$ cat src/rtl/regfile_mp.sv
// rtl/regfile_mp.sv - multi-port register file with clear sweep, dual write ports and optional bypass
module regfile_mp #(
    parameter int unsigned XLEN     = 32,
    parameter int unsigned DEPTH    = 32,
    parameter int unsigned NRD      = 2,
    parameter bit          ZERO_REG = 1'b1,
    parameter bit          BYPASS   = 1'b1,
    parameter int unsigned INIT_IDX = 2,
    parameter int unsigned INIT_VAL = 1020,
    localparam int unsigned AW      = $clog2(DEPTH)
) (
    input  logic                clk,
    input  logic                Rst,
    input  logic                wa_en,
    input  logic                wa_hold,
    input  logic [AW-1:0]       wa_addr,
    input  logic [XLEN-1:0]     wa_data,
    input  logic                wb_en,
    input  logic [AW-1:0]       wb_addr,
    input  logic [XLEN-1:0]     wb_data,
    input  logic [NRD*AW-1:0]   rd_addr,
    output logic [NRD*XLEN-1:0] rd_data,
    output logic                busy
);

    typedef enum logic [0:0] {
        S_CLEAR = 1'b0,
        S_READY = 1'b1
    } state_t;

    state_t            state_q, state_d;
    logic [AW-1:0]     clr_idx_q, clr_idx_d;
    logic [XLEN-1:0]   mem_q [DEPTH];
    logic              we_a, we_b;

    always_ff @(posedge clk) begin
        if (!Rst) begin
            state_q   <= S_CLEAR;
            clr_idx_q <= '0;
        end else begin
            state_q   <= state_d;
            clr_idx_q <= clr_idx_d;
        end
    end

    // The sweep counter wraps naturally to 0 on the final clear cycle.
    always_comb begin
        state_d   = state_q;
        clr_idx_d = clr_idx_q;
        if (state_q == S_CLEAR) begin
            clr_idx_d = clr_idx_q + AW'(1);
            if (clr_idx_q == AW'(DEPTH - 1)) begin
                state_d = S_READY;
            end
        end
    end

    always_comb begin
        busy = (state_q == S_CLEAR);
    end

    assign we_a = !busy && wa_en && !wa_hold && !(ZERO_REG && (wa_addr == '0));
    assign we_b = !busy && wb_en && !(ZERO_REG && (wb_addr == '0));

    // Port B is assigned last so it overrides port A on an address collision.
    always_ff @(posedge clk) begin
        if (Rst) begin
            if (busy) begin
                mem_q[clr_idx_q] <= (clr_idx_q == AW'(INIT_IDX)) ? XLEN'(INIT_VAL) : '0;
            end else begin
                if (we_a) begin
                    mem_q[wa_addr] <= wa_data;
                end
                if (we_b) begin
                    mem_q[wb_addr] <= wb_data;
                end
            end
        end
    end

    for (genvar k = 0; k < NRD; k++) begin : g_rd
        logic [AW-1:0]   ra;
        logic [XLEN-1:0] rdv;

        assign ra = rd_addr[k*AW +: AW];

        always_comb begin
            rdv = mem_q[ra];
            if (BYPASS) begin
                if (we_b && (wb_addr == ra)) begin
                    rdv = wb_data;
                end else if (we_a && (wa_addr == ra)) begin
                    rdv = wa_data;
                end
            end
            if (busy || (ZERO_REG && (ra == '0))) begin
                rdv = '0;
            end
        end

        assign rd_data[k*XLEN +: XLEN] = rdv;
    end

endmodule

$ cat config.mk
export PLATFORM = sky130hd
export DESIGN_NAME = regfile_mp
export DESIGN_NICKNAME = d
export VERILOG_FILES = /design/src/rtl/regfile_mp.sv
export SDC_FILE = /design/constraint.sdc
export NUM_CORES = 2
export LEC_CHECK = 0
export BUFFER_PORTS_ARGS = -buffer_cell sky130_fd_sc_hd__buf_2
export CORE_MARGIN = 2
export CORE_UTILIZATION = 61
export DETAILED_ROUTE_END_ITERATION = 7
export GPL_TIMING_DRIVEN = 0
export PLACE_DENSITY_LB_ADDON = 0.2
export SETUP_SLACK_MARGIN = 0.5
export SYNTH_ARGS = -nofsm -noshare
export SYNTH_HDL_FRONTEND = slang
export SYNTH_SLANG_ARGS = --single-unit
$ cat constraint.sdc
create_clock -name clk -period 9.5 [get_ports clk]
set_input_delay 0 -clock clk [delete_from_list [all_inputs] [get_ports clk]]
set_output_delay 0 -clock clk [all_outputs]
set_load 0.02 [all_outputs]
==> results.sh <==
export IMPL_status="complete, no violations"
export IMPL_reg2reg_slack_ns=4.83
export IMPL_vias_per_cell=7.334
export IMPL_numCtsBuffers=109
export IMPL_worstPathCellList="and3b_1 > buf_2 > o21ai_1 > nor4_1 > clkbuf_1 > nor4_1 > o21ai_0 > buf_2"
export IMPL_design_area_sq_um=67860
export IMPL_cts_tree="done"
export IMPL_rows=115
export IMPL_tightest_slew_ns=1.430
export IMPL_hp_class="in -> reg"
export IMPL_critPathMaxStageDelay_ns=0.97
export IMPL_synth_area_top_cells="edfxtp_1 (51%), mux2i_1 (13%), o21ai_0 (7.2%), nand2_1 (5.9%), mux4_2 (5.1%)"
export IMPL_ys_flop_type="edfxtp_1"
export IMPL_yosysTopAreaCellShare=0.5093
export IMPL_reg2reg_to="mem_q[11][23]"
export IMPL_clk_pin_slew_worst_paths_ns=0.06
export IMPL_die_w_um=318.6
export IMPL_routed_wl_mm=266.0
export IMPL_grt_overflow=0
export IMPL_syn_nets=5950
export IMPL_timing_fmax_mhz=212.5
export IMPL_maxCapViolCount=0
export IMPL_ir_drop_mv=0.1476
export IMPL_worstPathRequired_ns=9.50
export IMPL_dpl_cell_area_sq_um=63590
export IMPL_finClkSkew_ns=0.01757
export IMPL_ios=154
export IMPL_slew_viol_final=0
export IMPL_setup_viol=0
export IMPL_cts_max_path_buffers=3
export IMPL_grt_total_usage=0.5126
export IMPL_place_ws_ns=5.277
export IMPL_mostFrequentLayoutCells="edfxtp_1 (1024), nand2_1 (942), o21ai_0 (842)"
export IMPL_crit_fanout=10
export IMPL_holdPathEnd="mem_q[1][0]"
export IMPL_syn_to_final_growth_pct=12.39
export IMPL_report_power_total_mw=10.51
export IMPL_synth_edff_count=1024
export IMPL_min_period_over_period=0.4955
export IMPL_rsz0062_at_grt="no"
export IMPL_final_hold_viol_count=0
export IMPL_vias=55532
export IMPL_grt_pass1_wl_mm=368.9
export IMPL_worstSetupEndpointType="primary output"
export IMPL_ff2ff_path_depth=7
export IMPL_relSlewSlack=0.04650
export IMPL_syn_area_sq_um=60380
export IMPL_synth_area_per_cell_sq_um=10.31
export IMPL_clock_sinks=1030
export IMPL_finalNetCount=6277
export IMPL_synth_cell_type_count=52
export IMPL_leakagePower_nw=24.17
export IMPL_hp_start="wb_data[0]"
export IMPL_fin_crit_ns=4.707
export IMPL_setup_worst_path_class="reg -> out"
export IMPL_cts_resized=0
export IMPL_io_buffers=110
export IMPL_powerDensity_nw_per_um2=154.8
export IMPL_holdWs_ns=0.04701
export IMPL_drt_initial_drc_count=10639
export IMPL_postSynthCellCount=5858
export IMPL_core_area_sq_um=98280
export IMPL_die_area_sq_um=101500
export IMPL_place_hpwl_mm=199.4
export IMPL_grt_pass1_vias=53253
export IMPL_drc=0
export IMPL_startpoint_type="register"
export IMPL_cts_setup_buffers=0
export IMPL_grt_max_degree=28
export IMPL_synth_seq_area_share=0.5113
export IMPL_crit_arrival_ns=4.71
export IMPL_drive_gt1_frac=0.1036
export IMPL_cp_slowest_cell="nor4_1"
export IMPL_postRouteAntennaNets=0
export IMPL_r2r_start="state_q"
export IMPL_first_pass_iters=8
export IMPL_initial_core_util=0.6144
export IMPL_die_h_um=318.6
export IMPL_clockRootBuffer="clkbuf_16"
export IMPL_wire_per_inst_um=35.13
export IMPL_ys_async_sr_fraction=0
export IMPL_clk_latency_ns=0.74
export IMPL_ys_warn_count=0
export IMPL_fin_tns_setup_ns=0
export IMPL_layout_commonest_cell="edfxtp_1"
export IMPL_yosys_area_top_type="edfxtp_1"
export IMPL_holdPathStages=3
export IMPL_ys_seq_elements=1030
export IMPL_final_setup_worst_slack_ns=4.793
export IMPL_htree_levels=3
export IMPL_grt_antenna_before_repair=17
export IMPL_cts_hold_buf=70
export IMPL_place_gp_congestion=1.074
==> layer usage <==
layer | global-route usage | vias to the layer above | part of all wire
li1 | - | 22350 | -
met1 | 0.6129 | 26397 | 0.32
met2 | 0.7566 | 5425 | 0.43
met3 | 0.1473 | 1344 | 0.14
met4 | 0.4573 | 16 | 0.11
met5 | 0.004255 | - | 0.00040
==> power breakdown <==
group | total (mW) | switching, mW | internal [mW]
Combinational | 1.13 | 0.775 | 0.353
Sequential | 5.01 | 0.0198 | 4.99
Clock | 4.37 | 1.95 | 2.42
Total | 10.5 | 2.74 | 7.76
==> logic make-up after synthesis <==
family	share of synthesized area
adders and majority gates	0.0006217
AOI/OAI and AO/OA	0.1382
buffers and inverters	0.04837
muxes	0.1872
xor gates and xnor gates	0.003336
and+or+nand+nor	0.1110
DFF	0.5113
==> through the flow <==
| step | std cells | util |
|---|---|---|
| 3_3_place_gp | 7255 | 0.6364 |
| 5_1_grt | 7562 | 0.6903 |
| 2_1_floorplan | 5858 | - |
| 6_report | 7572 | 0.6905 |
| 4_1_cts | 7559 | 0.6898 |
| 3_5_place_dp | 7289 | 0.6471 |
==> flip-flops by register name, indices dropped and copies added (netlist names) <==
| register | cells |
|---|---|
| clr_idx_q | 5 |
| state_q | 1 |
| mem_q | 1024 |
==> worst max-delay path, delay by kind of cell (launching register included) <==
family,cells,cell delay [ns]
simple gates,3,1.31
compound gates,2,1.09
buf+inv,3,1.02
flops,1,0.53
==> synth_stat cells, types with 67 or more instances <==
| cell | n |
|---|---|
| edfxtp_1 | 1024 |
| nand2_1 | 942 |
| o21ai_0 | 866 |
| mux2i_1 | 814 |
| clkbuf_1 | 441 |
| nor2_1 | 356 |
| a21oi_1 | 311 |
| o22ai_1 | 251 |
| mux4_2 | 137 |
| buf_2 | 134 |
| buf_1 | 86 |
| nor4_1 | 67 |
==> layout make-up <==
cell class                 instances  area (sq um)
timing repair buffer             216          1977
clock buffer                     140          2894
tap                             1287          1610
sequential                      1030         30870
fill                            7251         30410
antenna                           11         27.53
inverter                          40         150.1
buffer                           680          2770
multi-input combinational       4108         26960
clock inverter                    60         600.6
==> worst max path at each step <==
| stage | endpoint | slack [ns] | startpoint | depth (start not counted) |
|---|---|---|---|---|
| detailed placement | mem_q[7][18] | 5.28 | state_q | 6 |
| finish | rd_data[58] | 4.79 | state_q | 8 |
| floorplan | mem_q[10][0] | 5.22 | wa_addr[0] | 8 |
| global route | mem_q[11][23] | 4.89 | state_q | 7 |
| global placement | mem_q[11][17] | 2.35 | state_q | 8 |
| CTS | rd_data[58] | 5.14 | state_q | 8 |
Power figures use the tool's default switching activity.
